**src/rtl/mem_port_arbiter.sv**
```systemverilog
// mem_port_arbiter
//   Shares one single-port memory between N_REQ requesters. At most one beat is
//   accepted per cycle. While no requester owns the port, grants rotate
//   round-robin starting after the last granted requester. A beat accepted
//   with its lock bit set keeps the port for that requester until it sends an
//   unlocked beat, or until it leaves the port unused for LOCK_MAX cycles.
//   Accepted beats are registered onto the memory port one cycle later. Reads
//   return their data to the originating requester RD_LAT+1 cycles after that.
//
// Ports
//   clk_i, rst_i   clock, synchronous active-high reset
//   req_valid_i    per-requester command valid
//   req_ready_o    per-requester accept (one-hot or zero)
//   req_we_i       per-requester write (1) / read (0)
//   req_lock_i     per-requester keep-ownership request
//   req_addr_i     packed addresses, requester n at slice n
//   req_dt_i       packed write data, requester n at slice n
//   rsp_valid_o    per-requester one-cycle read-data strobe
//   rsp_dt_o       shared read data, held between strobes
//   mem_en_o       memory enable
//   mem_we_o       memory write enable
//   mem_addr_o     memory address
//   mem_dt_o       memory write data
//   mem_dt_i       memory read data
//   lock_err_o     one-cycle pulse when a lock is revoked by timeout
module mem_port_arbiter #(
  parameter int N_REQ    = 4,
  parameter int MEM_AW   = 16,
  parameter int MEM_DW   = 16,
  parameter int RD_LAT   = 2,
  parameter int LOCK_MAX = 64
) (
  input  logic                     clk_i,
  input  logic                     rst_i,
  input  logic [N_REQ-1:0]         req_valid_i,
  output logic [N_REQ-1:0]         req_ready_o,
  input  logic [N_REQ-1:0]         req_we_i,
  input  logic [N_REQ-1:0]         req_lock_i,
  input  logic [N_REQ*MEM_AW-1:0]  req_addr_i,
  input  logic [N_REQ*MEM_DW-1:0]  req_dt_i,
  output logic [N_REQ-1:0]         rsp_valid_o,
  output logic [MEM_DW-1:0]        rsp_dt_o,
  output logic                     mem_en_o,
  output logic                     mem_we_o,
  output logic [MEM_AW-1:0]        mem_addr_o,
  output logic [MEM_DW-1:0]        mem_dt_o,
  input  logic [MEM_DW-1:0]        mem_dt_i,
  output logic                     lock_err_o
);

  localparam int               IDX_W    = $clog2(N_REQ);
  localparam logic [7:0]       CNT_LAST = 8'(LOCK_MAX - 1);
  localparam logic [N_REQ-1:0] ONE_HOT0 = N_REQ'(1);

  typedef enum logic {
    ST_IDLE,
    ST_OWN
  } state_e;

  state_e           state_q, state_d;
  logic [IDX_W-1:0] owner_q, owner_d;
  logic [IDX_W-1:0] last_q, last_d;
  logic [7:0]       cnt_q, cnt_d;
  logic [N_REQ-1:0] ready;
  logic [IDX_W-1:0] acc_idx;
  logic             accept;
  logic             lock_err;

  // Round-robin pick: scan from the farthest candidate back to last+1 so the
  // nearest valid requester after last is the one left standing.
  function automatic logic [N_REQ-1:0] rr_pick(input logic [N_REQ-1:0] vld,
                                               input logic [IDX_W-1:0] last);
    logic [N_REQ-1:0] oh;
    int               idx;
    oh = '0;
    for (int k = N_REQ; k >= 1; k--) begin
      idx = (int'(last) + k) % N_REQ;
      if (vld[idx]) begin
        oh      = '0;
        oh[idx] = 1'b1;
      end
    end
    return oh;
  endfunction

  // Grant: combinational from req_valid_i, suppressed while reset is asserted.
  always_comb begin
    ready = '0;
    if (!rst_i) begin
      if (state_q == ST_OWN) begin
        ready[owner_q] = req_valid_i[owner_q];
      end else begin
        ready = rr_pick(req_valid_i, last_q);
      end
    end
  end

  always_comb begin
    acc_idx = '0;
    for (int n = 0; n < N_REQ; n++) begin
      if (ready[n]) acc_idx = IDX_W'(n);
    end
  end

  assign accept      = |ready;
  assign req_ready_o = ready;

  // Ownership state: an accepted beat always restarts the idle count; the lock
  // bit of that beat decides whether its requester owns the port next cycle.
  always_comb begin
    state_d  = state_q;
    owner_d  = owner_q;
    last_d   = last_q;
    cnt_d    = cnt_q;
    lock_err = 1'b0;
    if (accept) begin
      last_d = acc_idx;
      cnt_d  = '0;
      if (req_lock_i[acc_idx]) begin
        state_d = ST_OWN;
        owner_d = acc_idx;
      end else begin
        state_d = ST_IDLE;
      end
    end else if (state_q == ST_OWN) begin
      if (cnt_q == CNT_LAST) begin
        state_d  = ST_IDLE;
        cnt_d    = '0;
        lock_err = !rst_i;
      end else begin
        cnt_d = cnt_q + 8'd1;
      end
    end
  end

  assign lock_err_o = lock_err;

  always_ff @(posedge clk_i) begin
    if (rst_i) begin
      state_q <= ST_IDLE;
      owner_q <= '0;
      last_q  <= IDX_W'(N_REQ - 1);
      cnt_q   <= '0;
    end else begin
      state_q <= state_d;
      owner_q <= owner_d;
      last_q  <= last_d;
      cnt_q   <= cnt_d;
    end
  end

  // ---- stage boundary: accepted beat -> registered memory command ----
  logic              mem_en_q, mem_we_q;
  logic [MEM_AW-1:0] mem_addr_q;
  logic [MEM_DW-1:0] mem_dt_q;

  always_ff @(posedge clk_i) begin
    if (rst_i) begin
      mem_en_q   <= 1'b0;
      mem_we_q   <= 1'b0;
      mem_addr_q <= '0;
      mem_dt_q   <= '0;
    end else begin
      mem_en_q <= accept;
      if (accept) begin
        mem_we_q   <= req_we_i[acc_idx];
        mem_addr_q <= req_addr_i[int'(acc_idx)*MEM_AW +: MEM_AW];
        mem_dt_q   <= req_dt_i[int'(acc_idx)*MEM_DW +: MEM_DW];
      end
    end
  end

  assign mem_en_o   = mem_en_q;
  assign mem_we_o   = mem_we_q;
  assign mem_addr_o = mem_addr_q;
  assign mem_dt_o   = mem_dt_q;

  // ---- stage boundary: read tracking, one slot per cycle until data returns ----
  // Slot k holds the read whose command is k cycles old on the memory port, so
  // slot RD_LAT lines up with its data on mem_dt_i.
  logic [RD_LAT:0]            rd_vld_q;
  logic [RD_LAT:0][IDX_W-1:0] rd_id_q;

  always_ff @(posedge clk_i) begin
    if (rst_i) begin
      rd_vld_q <= '0;
    end else begin
      rd_vld_q <= {rd_vld_q[RD_LAT-1:0], accept & ~req_we_i[acc_idx]};
    end
  end

  always_ff @(posedge clk_i) begin
    rd_id_q <= {rd_id_q[RD_LAT-1:0], acc_idx};
  end

  // ---- stage boundary: registered response ----
  logic [N_REQ-1:0]  rsp_vld_q;
  logic [MEM_DW-1:0] rsp_dt_q;

  always_ff @(posedge clk_i) begin
    if (rst_i) begin
      rsp_vld_q <= '0;
      rsp_dt_q  <= '0;
    end else begin
      rsp_vld_q <= '0;
      if (rd_vld_q[RD_LAT]) begin
        rsp_vld_q <= ONE_HOT0 << rd_id_q[RD_LAT];
        rsp_dt_q  <= mem_dt_i;
      end
    end
  end

  assign rsp_valid_o = rsp_vld_q;
  assign rsp_dt_o    = rsp_dt_q;

endmodule

```
**config.mk**
```make
export PLATFORM = sky130hd
export DESIGN_NAME = mem_port_arbiter
export DESIGN_NICKNAME = d
export VERILOG_FILES = /design/src/rtl/mem_port_arbiter.sv
export SDC_FILE = /design/constraint.sdc
export NUM_CORES = 1
export LEC_CHECK = 0
export BUFFER_PORTS_ARGS = -buffer_cell sky130_fd_sc_hd__buf_2
export CAP_MARGIN = 10
export CORE_AREA = 8 8 109 111
export DETAILED_ROUTE_END_ITERATION = 16
export DIE_AREA = 0 0 117 119
export PLACE_DENSITY = 0.88
export SYNTH_ARGS = -nofsm -noshare
export SYNTH_HDL_FRONTEND = slang
export SYNTH_SLANG_ARGS = --single-unit
```
**constraint.sdc**
```tcl
create_clock -name clk_i -period 3 [get_ports clk_i]
set_input_delay 0.15 -clock clk_i [delete_from_list [all_inputs] [get_ports clk_i]]
set_output_delay 0.15 -clock clk_i [all_outputs]
set_load 0.02 [all_outputs]
```
==> metrics <==
status=complete, but fails checks; failing checks=setup timing; synth warn=0; largest net degree at the start of global routing=35; pwr dens=around 1000 mW/mm^2; Worst Skew=about 0.017 ns; # nets final=868; CP Max Fanout=8; Max Slew Vio Count=0; sequential cell area fraction in the yosys report=37.4%; Fillers=936; grt ovf=0; period utilization=101%; die area=0.0139 mm^2; worst hold-check path type=input pin to flop; Num CTS Buffers=9; Initial Util=40.3%; initial antenna violation count=4; DR pass1 iterations=5; Die Y=119 um; CTS Root Cell=clkbuf_8; commonest non-fill, non-tap cells in the layout=buf_2 (215), nor2_1 (88), dfxtp_1 (74), nand2_1 (60), a21oi_1 (36); FFs w/ async S/R, synth=0%; Top FF cell, synth=dfxtp_1; Most Used Layer, Global Route=met2; CP startpoint kind=flop; clock power share=roughly an eighth; CTS tree=built; Sw Ratio=46.2%; Seq pwr share=23.9%; Design Area, Final=0.00571 mm^2; ANT nets after route=0; layout overhead on the synthesized area=40.5%; Via Count=between 4000 and 5000; area of the multi-input gates=0.00239 mm^2; detailed placer's ending HPWL=11500 um; Post-Syn Area per Cell=8.52 um^2; Sequential cell area=0.00152 mm^2; Power Internal=3200 uW; EDFF count, synth=0; Psw=2740 uW; Avg WL per Cell=17.7 um; clk_lat worst skew=0.35 ns; chip width=117 um; register bit count reported by yosys=76; Post-Route WL=between 10000 and 15000 um; RSZ-0062 raised after global routing=yes; pre-CTS setup slack=between 0.09 and 0.1 ns; fmax=331 MHz; # clock sinks=76; M3 GR Usage=under 10%; CP Capture Type=primary output; Rows=37; met1 usage=21.3%; Leak=approximately 0.0027 uW; core area=~0.010 mm^2; DP Area=0.00537 mm^2; Post-Syn Nets=642; area of the mapped netlist=0.00407 mm^2; num ports=~220; vias in the first global route=4742; final hold violation count=0; top cell type's share of synthesized area=37.4%; Max-Cap Viols=0; Post-Synthesis Cells=between 400 and 500; fin crit period=3.02 ns; CTS clock-pin slew for the worst setup and hold paths=~0.1 ns; most common cell after layout, fill and taps aside=buf_2; type of the worst setup path=flop to primary output; critical path arrival=2.87 ns; DRC=0; area leader, netlist=dfxtp_1; WHS=~0.030 ns; combinational share of power=63.2%; Tightest Pin Transition=0.495 ns; Starting DRT DRC Count=250; Setup WS post-layout=-0.0209 ns; distinct cell type count after synthesis=between 50 and 60; worst vdd ir=0.000475 V; H-tree depth=3; Max-slew headroom=about two thirds; final core utilization=between 50% and 60%; Final Setup Violations=1; setup TNS=-0.0209 ns; CTS max path bufs=2; met2 Use GR=36.7%; Req. time, crit path=2.85 ns; synth top area cells=dfxtp_1 (37%), nor2_1 (8.1%), a311o_1 (5.7%), mux2i_1 (5.7%), nand2_1 (5.5%); I/O Buffers=roughly 220; gr usage total=20.6%; layout cell share with drive strength beyond 1=43.4%; routed vias/inst=roughly 5.4; Final GP Congestion=0.908; first-pass GRT wire length=between 20000 and 25000 um
worst max-delay path, stage by stage (launching register included):
cell	delay [ns]
dfxtp_2	0.38
inv_4	0.06
ha_4	0.26
mux4_2	0.41
a21o_1	0.23
o21ai_2	0.22
o21ai_4	0.12
nand2b_4	0.16
or3_4	0.34
nor3_4	0.19
buf_6	0.15
flip-flops by register name, indices dropped and copies added, names as in the netlist:
register     cells
rd_vld_q         3
owner_q          2
rd_id_q          6
state_q          1
mem_en_o         1
last_q           2
cnt_q            8
mem_addr_o      16
rsp_valid_o      4
rsp_dt_o        16
mem_dt_o        16
mem_we_o         1
metrics by stage:
| step | std cells | total power [uW] |
|---|---|---|
| after floorplan | 477 | 3900 |
| after global placement | 819 | 4890 |
| after detailed placement | 819 | 4980 |
| after CTS | 837 | 5800 |
| after global routing | 846 | 6360 |
| final | 846 | 5940 |
layer usage:
metal	share of wire [%]	vias to the layer above
li1	-	2173
met3	11	24
met2	50	224
met4	1.6	4
met5	0.17	-
met1	37	2112
cell families (layout without fill, tap and decap cells):
| group | count (synthesis) | after routing | synth area share [%] |
|---|---|---|---|
| xor gates and xnor gates | 3 | 3 | 0.646 |
| other | 0 | 2 | 0 |
| DFF | 76 | 76 | 37.4 |
| AOI/OAI and AO/OA | 136 | 136 | 26.5 |
| buffers and inverters | 46 | 277 | 5.60 |
| adders and majority gates | 7 | 7 | 2.15 |
| muxes | 28 | 28 | 8.16 |
| and+or+nand+nor | 181 | 181 | 19.5 |
area by class of cell:
class | count | share of cell area [%]
Sequential cell | 76 | 26.7
Inverter | 9 | 0.679
Multi-Input combinational cell | 355 | 41.9
Clock buffer | 9 | 2.17
Timing Repair Buffer | 252 | 24.3
Antenna cell | 2 | 0.0876
Tap cell | 136 | 2.98
Clock inverter | 7 | 1.14
power groups by stage:
stage	Clock, uW	Sequential (uW)	Combinational, uW
floorplan	0	1650	2250
global placement	0	1420	3470
detailed placement	0	1430	3550
CTS	787	1410	3610
global route	837	1450	4070
finish	768	1420	3760
path summary, 6_finish.rpt:
| kind | start | to | slack, ns | cells after the start |
|---|---|---|---|---|
| worst min-delay path | mem_dt_i[3] | rsp_dt_o[3]$_SDFFE_PP0P_ | 0.03 | 3 |
| worst min register to register | rd_id_q[1]$_DFF_P_ | rd_id_q[3]$_DFF_P_ | 0.33 | 0 |
| worst max-delay path | last_q[1]$_SDFFE_PP1P_ | lock_err_o | -0.02 | 10 |
| worst max register to register | last_q[1]$_SDFFE_PP1P_ | mem_addr_o[0]$_SDFFE_PP0P_ | 0.05 | 12 |
what timing repair did:
item	in CTS	in global routing
hold buffers	0	0
setup buffers	2	7
pin swaps	3	8
setup endpoints to repair	2	28
gates resized for setup	7	14
endpoints found under the hold margin	0	0
cloned	0	0
cells in the mapped netlist, types with 5 or more instances:
cell      instances
a21o_1            5
o21ai_0           6
nand3_1           6
mux2i_1          23
a21oi_1          37
a22oi_1          10
a211oi_1         13
ha_1              7
a211oi_2         13
inv_1             6
clkbuf_1         26
dfxtp_1          76
nand2_1          60
nor2b_1           5
a311o_1          23
a211o_1           6
nor2_1           88
Note: power is estimated with default switching activity, not from simulation.
